`src/rtl/square_region_reader_pkg.sv`:
```
// Shared types and constants for the square region reader and its scan counter.
// Coordinate/colour widths match the frame buffer; the state encoding is shared with the top.
package square_region_reader_pkg;

  localparam int unsigned SCREEN_W = 160;
  localparam int unsigned SCREEN_H = 120;
  localparam int unsigned XW       = 8;
  localparam int unsigned YW       = 7;
  localparam int unsigned CW       = 3;
  localparam int unsigned HITW     = 7;

  typedef logic [XW-1:0]   xcoord_t;
  typedef logic [YW-1:0]   ycoord_t;
  typedef logic [CW-1:0]   colour_t;
  typedef logic [HITW-1:0] hit_count_t;

  typedef enum logic [1:0] {
    StIdle,
    StScan,
    StDrain,
    StDone
  } state_t;

  localparam colour_t BLACK = 3'b000;

endpackage

```
`src/rtl/square_region_reader_if.sv`:
```
// Bundle of the game-FSM handshake, result bus and frame-buffer read port.
// slave is the reader's view; master is the game logic / RAM side.
interface square_region_reader_if;
  import square_region_reader_pkg::*;

  logic       start;
  xcoord_t    X;
  ycoord_t    Y;
  colour_t    bg_colour;
  logic       rd_en;
  xcoord_t    rd_x;
  ycoord_t    rd_y;
  colour_t    rd_colour;
  logic       busy;
  logic       done;
  logic       hit;
  hit_count_t hit_count;
  xcoord_t    first_x;
  ycoord_t    first_y;
  colour_t    first_colour;

  modport slave (
    input  start, X, Y, bg_colour, rd_colour,
    output rd_en, rd_x, rd_y, busy, done, hit, hit_count, first_x, first_y, first_colour
  );

  modport master (
    output start, X, Y, bg_colour, rd_colour,
    input  rd_en, rd_x, rd_y, busy, done, hit, hit_count, first_x, first_y, first_colour
  );

endinterface

```
`src/rtl/square_scan_counter.sv`:
```
// Column-major sweep counter for a 2^SIZE_LOG2 square: high bits step x, low bits step y.
// Shared with the square plotter so both blocks visit pixels in the same order.
module square_scan_counter #(
  parameter int unsigned SIZE_LOG2 = 3
) (
  input  logic                 clk_i,
  input  logic                 rst_ni,
  input  logic                 clear_i,
  input  logic                 step_i,
  output logic [SIZE_LOG2-1:0] x_off_o,
  output logic [SIZE_LOG2-1:0] y_off_o,
  output logic                 last_o
);

  localparam int unsigned CntW = 2 * SIZE_LOG2;

  logic [CntW-1:0] cnt_q, cnt_d;

  always_comb begin
    cnt_d = cnt_q;
    if (clear_i) begin
      cnt_d = '0;
    end else if (step_i) begin
      cnt_d = cnt_q + CntW'(1);
    end
  end

  always_ff @(posedge clk_i or negedge rst_ni) begin
    if (!rst_ni) begin
      cnt_q <= '0;
    end else begin
      cnt_q <= cnt_d;
    end
  end

  assign x_off_o = cnt_q[CntW-1:SIZE_LOG2];
  assign y_off_o = cnt_q[SIZE_LOG2-1:0];
  assign last_o  = &cnt_q;

endmodule

```
`src/rtl/square_region_reader.sv`:
```
// Sweeps a square of the frame buffer and reports non-background pixels (count and first hit).
// Used by the game FSM for collision checks before a square is moved.
module square_region_reader #(
  parameter int unsigned SIZE_LOG2 = 3,
  parameter int unsigned SCREEN_W  = square_region_reader_pkg::SCREEN_W,
  parameter int unsigned SCREEN_H  = square_region_reader_pkg::SCREEN_H,
  parameter int unsigned RD_LAT    = 1
) (
  input logic                   clk,
  input logic                   resetn,
  square_region_reader_if.slave bus
);
  import square_region_reader_pkg::*;

  localparam int unsigned DrW = $clog2(RD_LAT + 1);

  state_t           state_q;
  xcoord_t          x_q;
  ycoord_t          y_q;
  colour_t          bg_q;
  logic [DrW-1:0]   drain_q;
  logic             hit_q;
  hit_count_t       hit_count_q;
  xcoord_t          first_x_q;
  ycoord_t          first_y_q;
  colour_t          first_colour_q;

  logic [SIZE_LOG2-1:0] x_off, y_off;
  logic                 last;
  logic                 scan, accept, on_screen, ret_hit;
  xcoord_t              addr_x;
  ycoord_t              addr_y;

  // Slot tags travel alongside the RAM latency so each return knows its pixel.
  logic [RD_LAT-1:0] pv_q;
  xcoord_t           px_q [RD_LAT];
  ycoord_t           py_q [RD_LAT];

  assign scan   = (state_q == StScan);
  assign accept = (state_q == StIdle) && bus.start;

  square_scan_counter #(
    .SIZE_LOG2 (SIZE_LOG2)
  ) u_counter (
    .clk_i   (clk),
    .rst_ni  (resetn),
    .clear_i (accept),
    .step_i  (scan),
    .x_off_o (x_off),
    .y_off_o (y_off),
    .last_o  (last)
  );

  assign addr_x    = x_q + xcoord_t'(x_off);
  assign addr_y    = y_q + ycoord_t'(y_off);
  assign on_screen = (32'(addr_x) < SCREEN_W) && (32'(addr_y) < SCREEN_H);

  assign bus.rd_en = scan && on_screen;
  assign bus.rd_x  = scan ? addr_x : '0;
  assign bus.rd_y  = scan ? addr_y : '0;

  assign ret_hit = pv_q[RD_LAT-1] && (bus.rd_colour != bg_q);

  always_ff @(posedge clk or negedge resetn) begin
    if (!resetn) begin
      pv_q <= '0;
      for (int i = 0; i < RD_LAT; i++) begin
        px_q[i] <= '0;
        py_q[i] <= '0;
      end
    end else begin
      pv_q[0] <= bus.rd_en;
      px_q[0] <= addr_x;
      py_q[0] <= addr_y;
      for (int i = 1; i < RD_LAT; i++) begin
        pv_q[i] <= pv_q[i-1];
        px_q[i] <= px_q[i-1];
        py_q[i] <= py_q[i-1];
      end
    end
  end

  always_ff @(posedge clk or negedge resetn) begin
    if (!resetn) begin
      state_q        <= StIdle;
      x_q            <= '0;
      y_q            <= '0;
      bg_q           <= BLACK;
      drain_q        <= '0;
      hit_q          <= 1'b0;
      hit_count_q    <= '0;
      first_x_q      <= '0;
      first_y_q      <= '0;
      first_colour_q <= '0;
    end else begin
      if (ret_hit) begin
        hit_count_q <= hit_count_q + HITW'(1);
        hit_q       <= 1'b1;
        if (!hit_q) begin
          first_x_q      <= px_q[RD_LAT-1];
          first_y_q      <= py_q[RD_LAT-1];
          first_colour_q <= bus.rd_colour;
        end
      end
      unique case (state_q)
        StIdle: begin
          if (bus.start) begin
            x_q            <= bus.X;
            y_q            <= bus.Y;
            bg_q           <= bus.bg_colour;
            hit_q          <= 1'b0;
            hit_count_q    <= '0;
            first_x_q      <= '0;
            first_y_q      <= '0;
            first_colour_q <= '0;
            state_q        <= StScan;
          end
        end
        StScan: begin
          if (last) begin
            drain_q <= '0;
            state_q <= StDrain;
          end
        end
        StDrain: begin
          if (drain_q == DrW'(RD_LAT - 1)) begin
            state_q <= StDone;
          end else begin
            drain_q <= drain_q + DrW'(1);
          end
        end
        StDone:  state_q <= StIdle;
        default: state_q <= StIdle;
      endcase
    end
  end

  assign bus.busy         = (state_q == StScan) || (state_q == StDrain);
  assign bus.done         = (state_q == StDone);
  assign bus.hit          = hit_q;
  assign bus.hit_count    = hit_count_q;
  assign bus.first_x      = first_x_q;
  assign bus.first_y      = first_y_q;
  assign bus.first_colour = first_colour_q;

endmodule

```
`src/flat_wrapper.sv`:
```
// flat-port wrapper written by rule: the top's interface ports become plain ports
module square_region_reader_flat import square_region_reader_pkg::*;
#(
  parameter int unsigned SIZE_LOG2 = 3,
  parameter int unsigned SCREEN_W  = square_region_reader_pkg::SCREEN_W,
  parameter int unsigned SCREEN_H  = square_region_reader_pkg::SCREEN_H,
  parameter int unsigned RD_LAT    = 1
)
  (clk, resetn, bus_start, bus_X, bus_Y, bus_bg_colour, bus_rd_colour, bus_rd_en, bus_rd_x, bus_rd_y, bus_busy, bus_done, bus_hit, bus_hit_count, bus_first_x, bus_first_y, bus_first_colour);
  square_region_reader_if bus_i ();
  input logic clk;
  input logic resetn;
  input wire logic [$bits(bus_i.start)-1:0] bus_start;
  input wire logic [$bits(bus_i.X)-1:0] bus_X;
  input wire logic [$bits(bus_i.Y)-1:0] bus_Y;
  input wire logic [$bits(bus_i.bg_colour)-1:0] bus_bg_colour;
  input wire logic [$bits(bus_i.rd_colour)-1:0] bus_rd_colour;
  output wire logic [$bits(bus_i.rd_en)-1:0] bus_rd_en;
  output wire logic [$bits(bus_i.rd_x)-1:0] bus_rd_x;
  output wire logic [$bits(bus_i.rd_y)-1:0] bus_rd_y;
  output wire logic [$bits(bus_i.busy)-1:0] bus_busy;
  output wire logic [$bits(bus_i.done)-1:0] bus_done;
  output wire logic [$bits(bus_i.hit)-1:0] bus_hit;
  output wire logic [$bits(bus_i.hit_count)-1:0] bus_hit_count;
  output wire logic [$bits(bus_i.first_x)-1:0] bus_first_x;
  output wire logic [$bits(bus_i.first_y)-1:0] bus_first_y;
  output wire logic [$bits(bus_i.first_colour)-1:0] bus_first_colour;
  assign bus_i.start = bus_start;
  assign bus_i.X = bus_X;
  assign bus_i.Y = bus_Y;
  assign bus_i.bg_colour = bus_bg_colour;
  assign bus_i.rd_colour = bus_rd_colour;
  assign bus_rd_en = bus_i.rd_en;
  assign bus_rd_x = bus_i.rd_x;
  assign bus_rd_y = bus_i.rd_y;
  assign bus_busy = bus_i.busy;
  assign bus_done = bus_i.done;
  assign bus_hit = bus_i.hit;
  assign bus_hit_count = bus_i.hit_count;
  assign bus_first_x = bus_i.first_x;
  assign bus_first_y = bus_i.first_y;
  assign bus_first_colour = bus_i.first_colour;
  square_region_reader #(.SIZE_LOG2(SIZE_LOG2), .SCREEN_W(SCREEN_W), .SCREEN_H(SCREEN_H), .RD_LAT(RD_LAT)) u_core (.clk(clk), .resetn(resetn), .bus(bus_i));
endmodule
```
`config.mk`:
```
export PLATFORM = sky130hd
export DESIGN_NAME = square_region_reader_flat
export DESIGN_NICKNAME = d
export VERILOG_FILES = /design/src/rtl/square_region_reader_pkg.sv /design/src/rtl/square_region_reader_if.sv /design/src/rtl/square_scan_counter.sv /design/src/rtl/square_region_reader.sv /design/src/flat_wrapper.sv
export SDC_FILE = /design/constraint.sdc
export NUM_CORES = 1
export LEC_CHECK = 0
export ABC_AREA = 1
export BUFFER_PORTS_ARGS = -buffer_cell sky130_fd_sc_hd__buf_2
export CAP_MARGIN = 30
export CELL_PAD_IN_SITES_DETAIL_PLACEMENT = 0
export CELL_PAD_IN_SITES_GLOBAL_PLACEMENT = 1
export CORE_MARGIN = 3
export CORE_UTILIZATION = 40
export CTS_BUF_LIST = sky130_fd_sc_hd__clkbuf_16
export CTS_CLUSTER_DIAMETER = 200
export DETAILED_ROUTE_END_ITERATION = 10
export GPL_TIMING_DRIVEN = 0
export PLACE_DENSITY_LB_ADDON = 0.1
export SKIP_LAST_GASP = 1
export SYNTH_ARGS = -nofsm -noshare
export SYNTH_HDL_FRONTEND = slang
export SYNTH_SLANG_ARGS = --single-unit
```
`constraint.sdc`:
```
create_clock -name clk -period 4.28 [get_ports clk]
set_input_delay 0.428 -clock clk [delete_from_list [all_inputs] [get_ports clk]]
set_output_delay 0.428 -clock clk [all_outputs]
set_load 0.005 [all_outputs]
```
# Yosys cells after proc, flatten, opt, wreduce, memory -nomap -nowiden
# Index checks and enable logic that the tools add are counted.
[word_totals]
regBits = 69
latchBits = 0
ramBits = 0
input_bits = 24
mem_bits_ro = 0
n_memories = 0
output_inout_bits = 44
[classes]
add_sub_neg = 5
magnitude_cmp = 2
reduce_logical = 12
n_eq_ne = 7
div_mod_pow = 0
shifts = 0
mux = 29
bitwise_logic = 0
mul = 0
[ops]
columns = ["op", "count"]
rows = [
  ["$mux W7", 8],
  ["$mux W8", 5],
  ["$mux W3", 4],
  ["$mux W6", 2],
  ["$add A8 B3 Y8", 1],
  ["$lt A8 B8 Y1 const B", 1],
  ["$pmux W2 S4", 1],
  ["$add A7 B1 Y7 const B", 1],
  ["$add A7 B3 Y7", 1],
  ["$lt A7 B7 Y1 const B", 1],
  ["$add A6 B1 Y6 const B", 1],
  ["$mux W2", 3],
  ["$reduce_and A6 Y1", 1],
  ["$mux W1", 5],
  ["$eq A2 B2 Y1 const B", 2],
  ["$logic_and A1 B1 Y1", 4],
  ["$ne A2 B2 Y1 const B", 2],
  ["$reduce_and A2 Y1", 2],
  ["$reduce_bool A2 Y1", 2],
  ["$ne A3 B3 Y1", 1],
  ["$reduce_and A3 Y1", 1],
  ["$eq A2 B1 Y1 const B", 1],
  ["$logic_not A2 Y1", 1],
  ["$ne A2 B1 Y1 const B", 1],
  ["3 further kinds", 3],
]

# Logic depth before layout (Yosys ltp)
[logic_depth]
ltp_word = 5
depth_mapped = 10

# Modules after synthesis
# From an unflattened synthesis, not the netlist that was laid out.
[hier_totals]
hier_cells = 439
hier_area_um2 = 3434.5
[modules_own_cells]
columns = ["module", "area_each_um2", "cells_per_inst", "seq_area_each_um2", "instances"]
rows = [
  ["square_region_reader", 3116.7, 397, 1551.5, 1],
  ["square_scan_counter", 317.8, 42, 150.1, 1],
]

# Least setup slack after synthesis
# No wires, ideal clock.
[synth_path]
kind = "register to output"
start = "reg u_core.u_counter.cnt_q[0]"
end = "out bus_rd_en"
path_buffers = 0
path_slack_ps = 2258
t_arrival_ps = 1594
required_ps = 3852
stages_incl_launch_ff = 10
path_cell_list = "dfrtp_1 ha_1 fa_1 nand3_1 nand2_1 nand4_1 nand2_1 nand3_1 nand2_1 nor2_1"
[synth_via]
elab_chain_len = 4
[synth_rtl]
columns = ["item", "line_no", "text"]
rows = [
  ["start: declaration", "square_scan_counter.sv:17", "logic [CntW-1:0] cnt_q, cnt_d;"],
  ["start signal: assignment", "square_scan_counter.sv:32", "cnt_q <= cnt_d;"],
  ["$add A7 B3 Y7", "square_region_reader.sv:55", "assign addr_y = y_q + ycoord_t'(y_off);"],
  ["net u_core.addr_y[6]", "square_region_reader.sv:32", "ycoord_t addr_y;"],
  ["$lt A7 B7 Y1", "square_region_reader.sv:56", "assign on_screen = (32'(addr_x) < SCREEN_W) && (32'(addr_y) < SCREEN_H);"],
  ["$logic_and A1 B1 Y1", "square_region_reader.sv:56", ""],
  ["$logic_and A1 B1 Y1", "square_region_reader.sv:58", "assign bus.rd_en = scan && on_screen;"],
  ["end: declaration", "flat_wrapper.sv:18", "output wire logic [$bits(bus_i.rd_en)-1:0] bus_rd_en;"],
]
# The timed path passes the listed nets, and every way through them passes these cells.

# Final worst setup path
# Ends and elaborated chain as after synthesis.

==> metrics.md <==
| Metric | Value |
|---|---|
| Leak | `2.406 nW` |
| Vias per cell | `4.516` |
| Sequential-to-total area share from yosys stat | `50.63%` |
| Chip height | `97.66 um` |
| Worst clock skew | `0.005795 ns` |
| Max VDD drop | `0.3781 mV` |
| Multiplexer area fraction after synthesis | `0%` |
| Crit end category | `output port` |
| Post-synthesis simple-gate area fraction | `between 20 and 30%` |
| Layout area overhead | `23.27%` |
| Tot Pwr | `3.049 mW` |
| Hold Buf Count CTS | `0` |
| Layout cells sized above 1 | `roughly 18%` |
| Largest net degree at the start of global routing | `roughly 70` |
| Bufs on Longest Clock Path | `2` |
| Area contributors post-synth | `dfrtp_1 51%, nand2_1 16%, nor2_1 7.6%, inv_1 6.1%, ha_1 4.8%` |
| Post-route ant nets | `0` |
| Initial Utilization | `42.39%` |
| GP Congestion | `0.8367` |
| First-pass DRT Iterations | `4` |
| Yosys warning count | `0` |
| Worst-margin pin slew | `0.8652 ns` |
| Final core occ | `roughly 52%` |
| Max Slew Vio Count | `0` |
| Area leader, netlist | `dfrtp_1` |
| Sink Count | `68` |
| All-Layer GR Usage | `17.56%` |
| Via count | `2759` |
| CP Class | `flop to output port` |
| Residual DRC count | `0` |
| Most instantiated cells after synthesis | `139 x nand2_1, 68 x dfrtp_1, 68 x nor2_1` |
| DP Wirelength | `5.694 mm` |
| Post-synth top area share | `50.63%` |
| Initial antenna violation count | `0` |
| Fin crit share | `65.29%` |
| Final hold violations | `0` |
| Layout Nets | `about 540` |
| Minimum clock period | `2.794 ns` |
| Clock Tree Root | `clkbuf_16` |
| RSZ-0062 raised after global routing | `no` |
| Yosys reg bits | `68` |
| Row Count | `32` |
| Setup crit start kind | `flop` |
| Type of the tightest min-delay check | `input pin to asynchronous set/reset pin` |
| Worst skew pair latency | `0.33 ns` |
| Wire per inst | `12.68 um` |
| Setup violators final | `0` |
| Synth cell types | `23` |
| Die Wd | `about 98 um` |
| Area fraction in compound gates after synthesis | `between 4 and 5%` |
| CTS Buf Count | `9` |
| # diodes | `0` |
| Pwr dens | `735.9 nW/um^2` |
| Register Area | `1702 um^2` |
| Die ar. | `9537 um^2` |
| Max-slew headroom | `42.32%` |
| Avg Inst Size Synth | `between 7 and 8 um^2` |
| Post-Synth Adder-Cell Area | `6.031%` |
| Status | `completed` |
| DR iter-0 viols | `87` |
| Post-CTS resize count | `0` |
| Drt total wl | `7.749 mm` |
| Critical Path RT | `approximately 3.9 ns` |
| Core area | `approximately 7900 um^2` |
| Max Fclk | `around 0.36 GHz` |
| H-tree levels | `3` |
| FILL cells | `around 830` |
| Number of flops mapped to enable cells by yosys | `0` |
| Overflow after GRT | `0` |
| I/O Pins | `68` |
| Number of global-route vias before repair | `2686` |
| Xor/xnor cell area share of the yosys netlist | `under 10%` |
| Area taken by multi-input logic gates | `between 1000 and 1500 um^2` |
| Count leader, synth | `nand2_1` |
| First-pass GRT wire length | `13.30 mm` |
| CP Max Fanout | `4` |
| Max_cap viols | `0` |
| Post-Syn Area | `around 3400 um^2` |
| Asr flop ratio synth | `100.0%` |
| CTS clk-pin slew, worst paths | `around 0.06 ns` |
| Number of port buffers | `67` |
| Syn Inst Count | `around 430` |
| Setup TNS | `0 ns` |
| Ys flop type | `dfrtp_1` |
| Largest family of logic cells by synthesized area | `simple AND/OR/NAND/NOR gates` |
| Post-CTS Setup Repair Bufs | `0` |
| Worst EP arrival | `about 2.4 ns` |
| CTS tree | `yes` |
| Net count after synthesis | `465` |
[cell families after synthesis]
logic type               count (synthesis)
adder cells (fa/ha/maj)                 15
AO/OA/AOI/OAI                           30
flip-flops                              68
buffers and inverters                   68
AND/OR/NAND/NOR                        237
XOR/XNOR                                 8
[flip-flops by register name (all words and copies together) (netlist names)]
| register | flops |
|---|---|
| u_core.bus.hit | 1 |
| u_core.y_q | 7 |
| u_core.bg_q | 3 |
| u_core.bus.first_x | 8 |
| u_core.bus.first_y | 7 |
| u_core.bus.hit_count | 7 |
| u_core.x_q | 8 |
| u_core.px_q | 8 |
| u_core.bus.first_colour | 3 |
| u_core.u_counter.cnt_q | 6 |
| u_core.state_q | 2 |
| u_core.py_q | 7 |
| u_core.pv_q | 1 |
[layout make-up]
cell class	count	area share, %
multi-input cells	290	33.34
repair buffers	67	8.155
inverters	56	5.074
plain buffers	12	1.631
clock inverters	7	2.205
well taps	102	3.081
clock buffers	9	5.436
flip-flops and latches	68	41.08
[per-layer routing]
layer	global-route usage (%)	wire length [um]
met1	24.87	3916
met2	25.88	3410
met3	5.599	342
met4	4.899	79
met5	0	0
[per-stage QoR]
stage	hold WS (ns)	setup WS, ns	instances	instance area (um^2)
5_1_grt	0.2853	1.300	611	4143
2_1_floorplan	0.1324	2.258	426	3361
3_3_place_gp	0.4643	1.836	595	3824
6_report	0.2139	1.486	611	4143
3_5_place_dp	0.4673	1.813	595	3826
4_1_cts	0.2519	1.452	611	4143
[worst paths after layout]
path	start	to	slack, ns	depth (start not counted)
worst max-delay path	u_core.u_counter.cnt_q[0]$_DFFE_PN0P_	bus_rd_en	1.49	10
worst min-delay path	resetn	u_core.bus.hit_count[5]$_DFF_PN0_	0.21	1
worst max register to register	u_core.u_counter.cnt_q[0]$_DFFE_PN0P_	u_core.pv_q$_DFF_PN0_	2.29	9
worst min register to register	u_core.py_q[1]$_DFF_PN0_	u_core.bus.first_y[1]$_DFF_PN0_	0.48	2
max in group asynchronous	resetn	u_core.y_q[3]$_DFFE_PN0P_	3.50	1
min in group clk	bus_Y[2]	u_core.y_q[2]$_DFFE_PN0P_	0.29	3
[where the power goes]
part           total [mW]  internal [mW]  switching (mW)
Clock               0.781          0.506           0.275
Sequential           1.12          0.927           0.189
Combinational        1.15          0.454           0.697
Total                3.05           1.89            1.16
[placed cells by master, fill, tap and decap left out, drive strengths merged]
cell type,count
clkinvlp,3
nor3,4
clkinv,2
a2bb2oi,1
a21oi,11
fa,2
nand4,5
nand2,140
nor2,68
xnor2,5
ha,13
buf,73
nand3,19
o21ai,18
inv,56
bufinv,2
xor2,3
clkbuf,15
nand3b,1
dfrtp,68
[worst max-delay path, cell delays in order, from the launching register on]
cell and delay [ns]:
dfrtp_1 0.41, ha_1 0.26, fa_1 0.42, nand3_1 0.12
nand2_1 0.09, nand4_1 0.10, nand2_1 0.10, nand3_1 0.11
nand2_1 0.05, nor2_1 0.21, buf_2 0.16
No activity file was read; power rests on OpenSTA's default activity.
